`src/rtl/uart_rx_deser_if.sv`:
```
// Receive-FIFO read port of uart_rx_deser: head byte, valid, occupancy and pop.
interface uart_rx_deser_if #(
    parameter int DEPTH = 4
);
    logic [7:0]              o_dat;
    logic                    o_vld;
    logic [$clog2(DEPTH):0]  o_cnt;
    logic                    i_pop;

    modport slave  (output o_dat, output o_vld, output o_cnt, input  i_pop);
    modport master (input  o_dat, input  o_vld, input  o_cnt, output i_pop);
endinterface

```
`src/rtl/uart_rx_deser.sv`:
```
// UART receiver: 16x oversampled 8-bit frames with optional parity, feeding a
// small receive FIFO with sticky framing/parity/overrun flags.
module uart_rx_deser #(
    parameter int DEPTH    = 4,
    parameter int SYNC_STG = 2
) (
    input  logic                  clk,
    input  logic                  srst,
    input  logic                  i_rxd,
    input  logic [7:0]            r_baud_div,
    input  logic                  r_par_en,
    input  logic                  r_par_odd,
    input  logic                  i_clr,
    uart_rx_deser_if.slave        fifo,
    output logic                  o_busy,
    output logic                  o_ferr,
    output logic                  o_perr,
    output logic                  o_ovr
);
    localparam int AW    = $clog2(DEPTH);
    localparam int CNT_W = AW + 1;

    typedef enum logic [2:0] {IDLE, START, DATA, PARITY, STOP} state_t;

    logic [SYNC_STG-1:0] sync_q;
    logic                rxd_s;
    state_t              state_q;
    logic [7:0]          tick_cnt_q;
    logic                tick;
    logic [3:0]          samp_q;
    logic [2:0]          bitn_q;
    logic [7:0]          shift_q;
    logic                par_bad_q;
    logic                push_q;
    logic                arm_q;
    logic                ferr_q;
    logic                perr_q;
    logic                ovr_q;

    logic [7:0]          mem_q [DEPTH];
    logic [CNT_W-1:0]    wp_q;
    logic [CNT_W-1:0]    rp_q;
    logic [CNT_W-1:0]    cnt_d;
    logic                full_d;
    logic                empty_d;
    logic                do_pop_d;
    logic                do_push_d;

    always_ff @(posedge clk) begin
        if (srst) begin
            sync_q <= '1;
        end else begin
            sync_q[0] <= i_rxd;
            for (int unsigned i = 1; i < SYNC_STG; i++) begin
                sync_q[i] <= sync_q[i-1];
            end
        end
    end

    assign rxd_s = sync_q[SYNC_STG-1];
    assign tick  = (state_q != IDLE) && (tick_cnt_q >= r_baud_div);

    always_ff @(posedge clk) begin
        if (srst || state_q == IDLE || tick) begin
            tick_cnt_q <= '0;
        end else begin
            tick_cnt_q <= tick_cnt_q + 8'd1;
        end
    end

    // arm_q blocks a new start after a framing error until the line has been seen high.
    always_ff @(posedge clk) begin
        if (srst) begin
            state_q   <= IDLE;
            samp_q    <= '0;
            bitn_q    <= '0;
            shift_q   <= '0;
            par_bad_q <= 1'b0;
            push_q    <= 1'b0;
            arm_q     <= 1'b0;
            ferr_q    <= 1'b0;
            perr_q    <= 1'b0;
        end else begin
            push_q <= 1'b0;
            ferr_q <= ferr_q & ~i_clr;
            perr_q <= perr_q & ~i_clr;
            if (rxd_s) begin
                arm_q <= 1'b1;
            end
            case (state_q)
                IDLE: begin
                    if (!rxd_s && arm_q) begin
                        state_q   <= START;
                        samp_q    <= '0;
                        par_bad_q <= 1'b0;
                    end
                end
                START: begin
                    if (tick) begin
                        if (samp_q == 4'd7) begin
                            samp_q  <= '0;
                            bitn_q  <= '0;
                            state_q <= rxd_s ? IDLE : DATA;
                        end else begin
                            samp_q <= samp_q + 4'd1;
                        end
                    end
                end
                DATA: begin
                    if (tick) begin
                        samp_q <= samp_q + 4'd1;
                        if (samp_q == 4'd15) begin
                            shift_q <= {rxd_s, shift_q[7:1]};
                            bitn_q  <= bitn_q + 3'd1;
                            if (bitn_q == 3'd7) begin
                                state_q <= r_par_en ? PARITY : STOP;
                            end
                        end
                    end
                end
                PARITY: begin
                    if (tick) begin
                        samp_q <= samp_q + 4'd1;
                        if (samp_q == 4'd15) begin
                            par_bad_q <= (rxd_s != ((^shift_q) ^ r_par_odd));
                            state_q   <= STOP;
                        end
                    end
                end
                STOP: begin
                    if (tick) begin
                        samp_q <= samp_q + 4'd1;
                        if (samp_q == 4'd15) begin
                            state_q <= IDLE;
                            if (rxd_s) begin
                                if (par_bad_q) begin
                                    perr_q <= 1'b1;
                                end else begin
                                    push_q <= 1'b1;
                                end
                            end else begin
                                ferr_q <= 1'b1;
                                arm_q  <= 1'b0;
                            end
                        end
                    end
                end
                default: state_q <= IDLE;
            endcase
        end
    end

    assign cnt_d     = wp_q - rp_q;
    assign full_d    = (cnt_d == CNT_W'(DEPTH));
    assign empty_d   = (cnt_d == '0);
    assign do_pop_d  = fifo.i_pop && !empty_d;
    assign do_push_d = push_q && (!full_d || do_pop_d);

    always_ff @(posedge clk) begin
        if (srst) begin
            wp_q  <= '0;
            rp_q  <= '0;
            ovr_q <= 1'b0;
        end else begin
            if (do_push_d) begin
                wp_q <= wp_q + 1'b1;
            end
            if (do_pop_d) begin
                rp_q <= rp_q + 1'b1;
            end
            ovr_q <= (ovr_q & ~i_clr) | (push_q && full_d && !do_pop_d);
        end
    end

    always_ff @(posedge clk) begin
        if (do_push_d) begin
            mem_q[wp_q[AW-1:0]] <= shift_q;
        end
    end

    assign fifo.o_dat = empty_d ? '0 : mem_q[rp_q[AW-1:0]];
    assign fifo.o_vld = !empty_d;
    assign fifo.o_cnt = cnt_d;
    assign o_busy     = (state_q != IDLE);
    assign o_ferr     = ferr_q;
    assign o_perr     = perr_q;
    assign o_ovr      = ovr_q;
endmodule

```
`src/flat_wrapper.sv`:
```
// flat-port wrapper written by rule: the top's interface ports become plain ports
module uart_rx_deser_flat 
#(
    parameter int DEPTH    = 4,
    parameter int SYNC_STG = 2
)
  (clk, srst, i_rxd, r_baud_div, r_par_en, r_par_odd, i_clr, o_busy, o_ferr, o_perr, o_ovr, fifo_o_dat, fifo_o_vld, fifo_o_cnt, fifo_i_pop);
  uart_rx_deser_if #(.DEPTH(DEPTH)) fifo_i ();
  input  logic clk;
  input  logic srst;
  input  logic i_rxd;
  input  logic [7:0] r_baud_div;
  input  logic r_par_en;
  input  logic r_par_odd;
  input  logic i_clr;
  output logic o_busy;
  output logic o_ferr;
  output logic o_perr;
  output logic o_ovr;
  output wire logic [$bits(fifo_i.o_dat)-1:0] fifo_o_dat;
  output wire logic [$bits(fifo_i.o_vld)-1:0] fifo_o_vld;
  output wire logic [$bits(fifo_i.o_cnt)-1:0] fifo_o_cnt;
  input wire logic [$bits(fifo_i.i_pop)-1:0] fifo_i_pop;
  assign fifo_o_dat = fifo_i.o_dat;
  assign fifo_o_vld = fifo_i.o_vld;
  assign fifo_o_cnt = fifo_i.o_cnt;
  assign fifo_i.i_pop = fifo_i_pop;
  uart_rx_deser #(.DEPTH(DEPTH), .SYNC_STG(SYNC_STG)) u_core (.clk(clk), .srst(srst), .i_rxd(i_rxd), .r_baud_div(r_baud_div), .r_par_en(r_par_en), .r_par_odd(r_par_odd), .i_clr(i_clr), .fifo(fifo_i), .o_busy(o_busy), .o_ferr(o_ferr), .o_perr(o_perr), .o_ovr(o_ovr));
endmodule
```
`config.mk`:
```
export PLATFORM = sky130hd
export DESIGN_NAME = uart_rx_deser_flat
export DESIGN_NICKNAME = d
export VERILOG_FILES = /design/src/rtl/uart_rx_deser_if.sv /design/src/rtl/uart_rx_deser.sv /design/src/flat_wrapper.sv
export SDC_FILE = /design/constraint.sdc
export NUM_CORES = 1
export LEC_CHECK = 0
export ABC_AREA = 0
export CAP_MARGIN = 15
export CORE_AREA = 2 2 85 87
export CTS_CLUSTER_DIAMETER = 120
export DETAILED_ROUTE_END_ITERATION = 8
export DIE_AREA = 0 0 87 89
export HOLD_SLACK_MARGIN = 0.05
export PLACE_DENSITY = 0.75
export SYNTH_ARGS = -nofsm -noshare
export SYNTH_HDL_FRONTEND = slang
export SYNTH_SLANG_ARGS = --single-unit
```
`constraint.sdc`:
```
create_clock -name clk -period 2.2 [get_ports clk]
set_input_delay 0.22 -clock clk [delete_from_list [all_inputs] [get_ports clk]]
set_output_delay 0.22 -clock clk [all_outputs]
set_load 0.1 [all_outputs]
```
==> results.py, run 1 <==
metrics = {
    "status": {
        "status": "finished with violations",
        "violations": "setup timing",
    },
    "sta": {
        "clock_skew_ps": 5.91,
        "timing.final.crit_share_pct": 104,
        "max_freq_ghz": 0.436,
        "slew_viol_final": 0,
        "worst_pin_slew_ps": 534,
        "rsz0062_at_grt": "yes",
        "fin_crit_ps": 2290,
        "finalWorstSetupSlack_ps": -94.5,
        "hold_violations": 0,
        "fin_tns_setup_ps": -782,
        "slew_headroom_pct": 64.0,
        "setup_viol": 9,
    },
    "placed_design": {
        "pre_cts_ws_ps": -190,
        "place_congestion": 0.764,
        "portBuffers": 30,
        "dp_hpwl_um": 4650,
    },
    "worst_setup_path": {
        "cp_data_required_time_ps": 1980,
        "crit_start": "u_core.wp_q[0]",
        "cp-start-kind": "flop",
        "reg2reg_from": "u_core.wp_q[0]",
        "crit_path_max_fanout": 5,
        "setup.worst_path.end_class": "output pin",
        "cpMostUsedCell": "buf_6",
        "path_cells": "inv_2 > ha_4 > fa_2 > xnor3_1 > buf_6 > nand3_4 > buf_6 > and2_4 > buf_12",
        "critPathMaxStageDelay_ps": 340,
        "crit_arrival_ps": 2070,
        "crit_type": "flop to output pin",
        "crit_path_top_delay_cell": "dfxtp_2",
    },
    "global_routing": {
        "grt_use_total_pct": 17.9,
        "overflow": 0,
        "grt_pass1_wl_um": 10600,
        "grt_pass1_vias": 2343,
        "grt_start_max_net_pins": 24,
        "grt_antenna_before_repair": 0,
    },
    "synth": {
        "synth_area_leader_cell": "edfxtp_1",
        "yosysUniqueCellTypes": 53,
        "ys_top_cells_by_count": "dfxtp_1, edfxtp_1, nor2_1, nand2_1, inv_1",
        "synthArstFlopShare_pct": 0,
        "ys_ff_latch": 74,
        "ys_seq_area_share_pct": 51.6,
        "syn-cell-area_um2": 3490,
        "netlist.area_leader.share_pct": 27.5,
        "synth.avg_cell_area_um2": 11.2,
        "yosys_warnings": 0,
        "synth.most_common_cell": "dfxtp_1",
        "synthesis.instances": 313,
        "synth_flop_cell": "dfxtp_1",
        "synth-edff-count": 32,
        "synth_area_leaders": "edfxtp_1, dfxtp_1, ha_1",
        "synth_nets": 347,
    },
    "route": {
        "wl_um": 6680,
        "post_drt_wl_per_cell_um": 14.9,
        "ant_nets": 0,
        "viasPerCell": 5.51,
        "drc_errors": 0,
        "drtIter0Drc": 129,
        "drt_pass1_iterations": 4,
        "vias": 2479,
    },
    "pwr": {
        "power.density_nw_per_um2": 781,
        "leakagePower_nw": 1.81,
        "ir_drop_uv": 351,
    },
    "cells_and_area": {
        "seqCellArea_um2": 1800,
        "area_delta_synth_final_pct": 25.7,
        "layout-drive-gt1-share_pct": 24.3,
        "utilization_pct": 65.3,
        "nNetsFinal": 399,
        "n_antenna_cell": 0,
        "fillers": 509,
        "multi_input_area_um2": 1610,
    },
    "die": {
        "start_util_pct": 52.0,
        "dieArea_um2": 7740,
        "die_w_um": 87,
        "rows": 30,
        "dieHeight_um": 89,
        "ios": 31,
        "core_area_um2": 6720,
    },
    "clock_tree": {
        "clk_pin_slew_worst_paths_ps": 70,
        "cts.path.max_buffers": 2,
        "clk_latency_ps": 340,
        "cts.sinks": 74,
        "htreeDepth": 3,
        "cts_root_buffer": "clkbuf_8",
        "cts_hold_buffers": 0,
        "numCtsBuffers": 9,
        "cts_tree": "done",
    },
    "min_path": {
        "hp-start": "u_core.sync_q[0]",
        "hp-class": "flop to flop",
    },
    "job": {
        "cap_violations": 0,
    },
}
==> layout by cell type (no fill, tap or decap), types with 2 or more instances in the layout <==
master	instances
ha_1	17
dfxtp_1	40
nor2_1	24
nand4_1	3
xnor2_1	12
nand4b_1	3
nand3_1	11
and2_4	8
nor3_1	6
mux4_2	8
clkdlybuf4s50_1	14
clkinv_1	2
o21ai_1	5
nor2b_1	2
o31ai_1	3
inv_1	18
o21ai_0	7
buf_4	21
and2_2	3
clkinvlp_4	2
a21oi_1	13
mux2i_1	11
dfxtp_2	2
buf_6	4
inv_2	4
a21oi_2	2
clkbuf_8	9
buf_12	13
a211oi_1	3
nand2_1	22
and3_1	5
or2_2	3
edfxtp_1	32
xor2_1	7
==> power breakdown <==
part           internal (mW)  total, mW  switching, mW
clock                  0.515       1.01          0.493
combinational          0.423      0.950          0.528
sequential              1.44       1.47         0.0297
total                   2.38       3.43           1.05
==> repair_timing <==
item / in CTS / in global routing
endpoints found under the hold margin: 0 / 0
gates cloned: 1 / 0
setup endpoints to repair: 42 / 26
pin swaps: 11 / 2
resized for setup: 18 / 4
setup buffers: 3 / 0
==> worst paths after layout <==
check / to / slack (ps) / cells after the start
max: fifo_o_dat[0] / -90 / 9
min: u_core.sync_q[1] / 430 / 1
max reg2reg: u_core.rp_q[0] / 50 / 12
min reg2reg: u_core.sync_q[1] / 430 / 1
==> registers in the layout, indices dropped and copies added, names as in the netlist, 2 cells and up, named ones only <==
name               cells
u_core.tick_cnt_q      8
u_core.shift_q         8
u_core.samp_q          4
u_core.wp_q            3
u_core.rp_q            3
u_core.sync_q          2
u_core.mem_q          32
u_core.state_q         3
u_core.bitn_q          3
==> critical path: cells and delay by family (launching register included) <==
family | cells | cell delay, ps
xor+xnor | 1 | 250
fa+ha+maj | 2 | 470
buf+inv | 4 | 470
flops | 1 | 340
simple gates | 2 | 210
==> routing by layer <==
layer  track usage (%)  up-vias  wire length (µm)
met5                 0        -                 0
met4              6.96        0               116
met3              4.62       15               278
met2              32.3       57              3430
met1              20.4     1181              2850
li1                  -     1226                 -
==> final cells by class <==
cell class	instances	share of cell area (%)
well taps	80	2.28
inverters	22	1.88
multi-input cells	206	36.8
clock buffers	10	2.91
repair buffers	52	13.7
clock inverters	6	1.31
flip-flops and latches	74	41.1
==> stage by stage <==
stage	instances	power, mW	cell area (µm²)	hold WS [ps]
global route	450	3.55	4390	450
CTS	450	3.44	4380	429
global placement	430	2.28	4120	415
finish	450	3.43	4390	429
detailed placement	430	2.29	4120	415
floorplan	313	2.03	3530	324
==> cells by family after synthesis <==
logic type               count (synthesis)  share of synthesized area, %
flip-flops                              74                          51.6
adder cells (fa/ha/maj)                 19                          7.03
AO/OA/AOI/OAI                           47                          8.71
buffers and inverters                   33                          3.91
multiplexers                            20                          8.64
AND/OR/NAND/NOR                        100                          14.7
XOR/XNOR                                20                          5.41
No activity file was read; power rests on OpenSTA's default activity.
==> inputs of run 2 (changes only) <==
--- a/config.mk
+++ b/config.mk
@@ -6,11 +6,12 @@
 export NUM_CORES = 1
 export LEC_CHECK = 0
 export ABC_AREA = 0
-export CAP_MARGIN = 15
+export CAP_MARGIN = 5
 export CORE_AREA = 2 2 85 87
 export CTS_CLUSTER_DIAMETER = 120
 export DETAILED_ROUTE_END_ITERATION = 8
 export DIE_AREA = 0 0 87 89
+export GPL_TIMING_DRIVEN = 0
 export HOLD_SLACK_MARGIN = 0.05
 export PLACE_DENSITY = 0.75
 export SYNTH_ARGS = -nofsm -noshare
==> results.py, run 2 (synthesis results as in run 1) <==
metrics = {
    "status": {
        "status": "finished with violations",
        "violations": "setup timing",
    },
    "sta": {
        "setup_viol": 9,
        "hold_violations": 0,
        "clock_skew_ps": 7.89,
        "finalWorstSetupSlack_ps": -101,
        "worst_pin_slew_ps": 973,
        "slew_viol_final": 0,
        "fin_crit_ps": 2300,
        "timing.final.crit_share_pct": 105,
        "max_freq_ghz": 0.435,
        "slew_headroom_pct": 34.9,
        "rsz0062_at_grt": "yes",
    },
    "worst_setup_path": {
        "cp_data_required_time_ps": 1980,
        "critPathMaxStageDelay_ps": 340,
        "crit_path_max_fanout": 5,
        "crit_arrival_ps": 2080,
        "crit_type": "flop to output pin",
        "cp_top_family": "adder cells",
        "setup.worst_path.end_class": "output pin",
        "cp-start-kind": "flop",
        "worst-path-buf-inv": 3,
        "path_cells": "inv_2 > ha_4 > fa_2 > xnor3_2 > nand3_4 > clkbuf_16 > and2_4 > buf_12",
        "crit_path_top_delay_cell": "dfxtp_2",
    },
    "pwr": {
        "power.density_nw_per_um2": 818,
        "ir_drop_uv": 381,
        "leakagePower_nw": 1.84,
        "power_mw": 3.66,
    },
    "cells_and_area": {
        "largest_register_ffs": 32,
        "layout-drive-gt1-share_pct": 23.8,
        "fin_cells": 454,
        "multi_input_area_um2": 1650,
        "layout_common_cells": "dfxtp_1, edfxtp_1, nor2_1",
        "fillers": 492,
        "area_delta_synth_final_pct": 28.2,
        "n_antenna_cell": 0,
        "layout_commonest_cell": "dfxtp_1",
        "nNetsFinal": 403,
        "seqCellArea_um2": 1810,
    },
    "die": {
        "die_w_um": 87,
        "ios": 31,
        "dieArea_um2": 7740,
        "core_area_um2": 6720,
        "dieHeight_um": 89,
        "rows": 30,
        "start_util_pct": 52.0,
    },
    "route": {
        "vias": 2484,
        "drtIter0Drc": 108,
        "viasPerCell": 5.47,
        "wl_um": 6780,
        "ant_nets": 0,
        "drc_errors": 0,
        "drt_pass1_iterations": 4,
        "post_drt_wl_per_cell_um": 14.9,
    },
    "clock_tree": {
        "cts.sinks": 74,
        "htreeDepth": 3,
        "cts.path.max_buffers": 2,
        "clk_pin_slew_worst_paths_ps": 70,
        "clk_latency_ps": 340,
        "cts_root_buffer": "clkbuf_8",
        "numCtsBuffers": 9,
        "cts_hold_buffers": 0,
        "cts_tree": "done",
    },
    "global_routing": {
        "overflow": 0,
        "grt_antenna_before_repair": 0,
        "grt_pass1_vias": 2329,
        "grt_pass1_wl_um": 10900,
        "grt_use_total_pct": 18.4,
        "grt_start_max_net_pins": 14,
    },
    "placed_design": {
        "dp_hpwl_um": 4470,
        "portBuffers": 30,
        "place_congestion": 0.820,
        "post-place-cells": 423,
    },
    "min_path": {
        "hp-class": "flop to flop",
    },
    "job": {
        "cap_violations": 0,
    },
}
## run 2: final timing paths
check                        start          endpoint  slack, ps  cells past startpoint
setup / recovery    u_core.wp_q[0]     fifo_o_dat[4]       -100                      8
hold / removal    u_core.sync_q[0]  u_core.sync_q[1]        410                      1
setup reg to reg    u_core.wp_q[0]    u_core.wp_q[2]         20                      9
hold reg to reg   u_core.sync_q[0]  u_core.sync_q[1]        410                      1
## run 2: cell type report
type	instances	area share [%]
clock inverter	6	2.57
tap	80	2.24
buffer	10	1.59
timing repair buffer	46	11.7
multi-input combinational	206	36.8
clock buffer	10	2.85
inverter	22	1.84
sequential	74	40.4
## run 2: through the flow
step	TNS, ps	cell area [µm²]	utilization (%)	worst slack (ps)	hold WS [ps]
after floorplan	0	3530	-	9.07	324
after global placement	-18390	3930	58.5	-918	393
after detailed placement	-21500	3930	58.5	-961	393
after CTS	-971	4350	64.7	-124	410
after global routing	-1440	4480	66.6	-167	423
final	-723	4480	66.6	-101	409
## run 2: repair_timing
action / CTS / global route
resized for setup: 109 / 14
setup buffers: 5 / 10
endpoints found under the setup margin: 60 / 56
pin swaps: 13 / 6
gates cloned: 1 / 0
## run 2: metal layers
layer | wire length [µm] | track usage [%] | share of wire (%) | up-vias
met3 | 236 | 4.71 | 3.5 | 9
met5 | 0 | 0 | 0 | -
met1 | 3000 | 22.0 | 44 | 1194
li1 | - | - | - | 1238
met2 | 3450 | 32.3 | 51 | 43
met4 | 97 | 6.25 | 1.4 | 0
## run 2: where the power goes
part | switching (mW) | internal, mW | leakage [nW] | total [mW]
logic | 0.521 | 0.410 | 1.01 | 0.931
clock network | 0.495 | 0.757 | 0.117 | 1.25
registers | 0.0396 | 1.44 | 0.714 | 1.48
total | 1.06 | 2.61 | 1.84 | 3.66
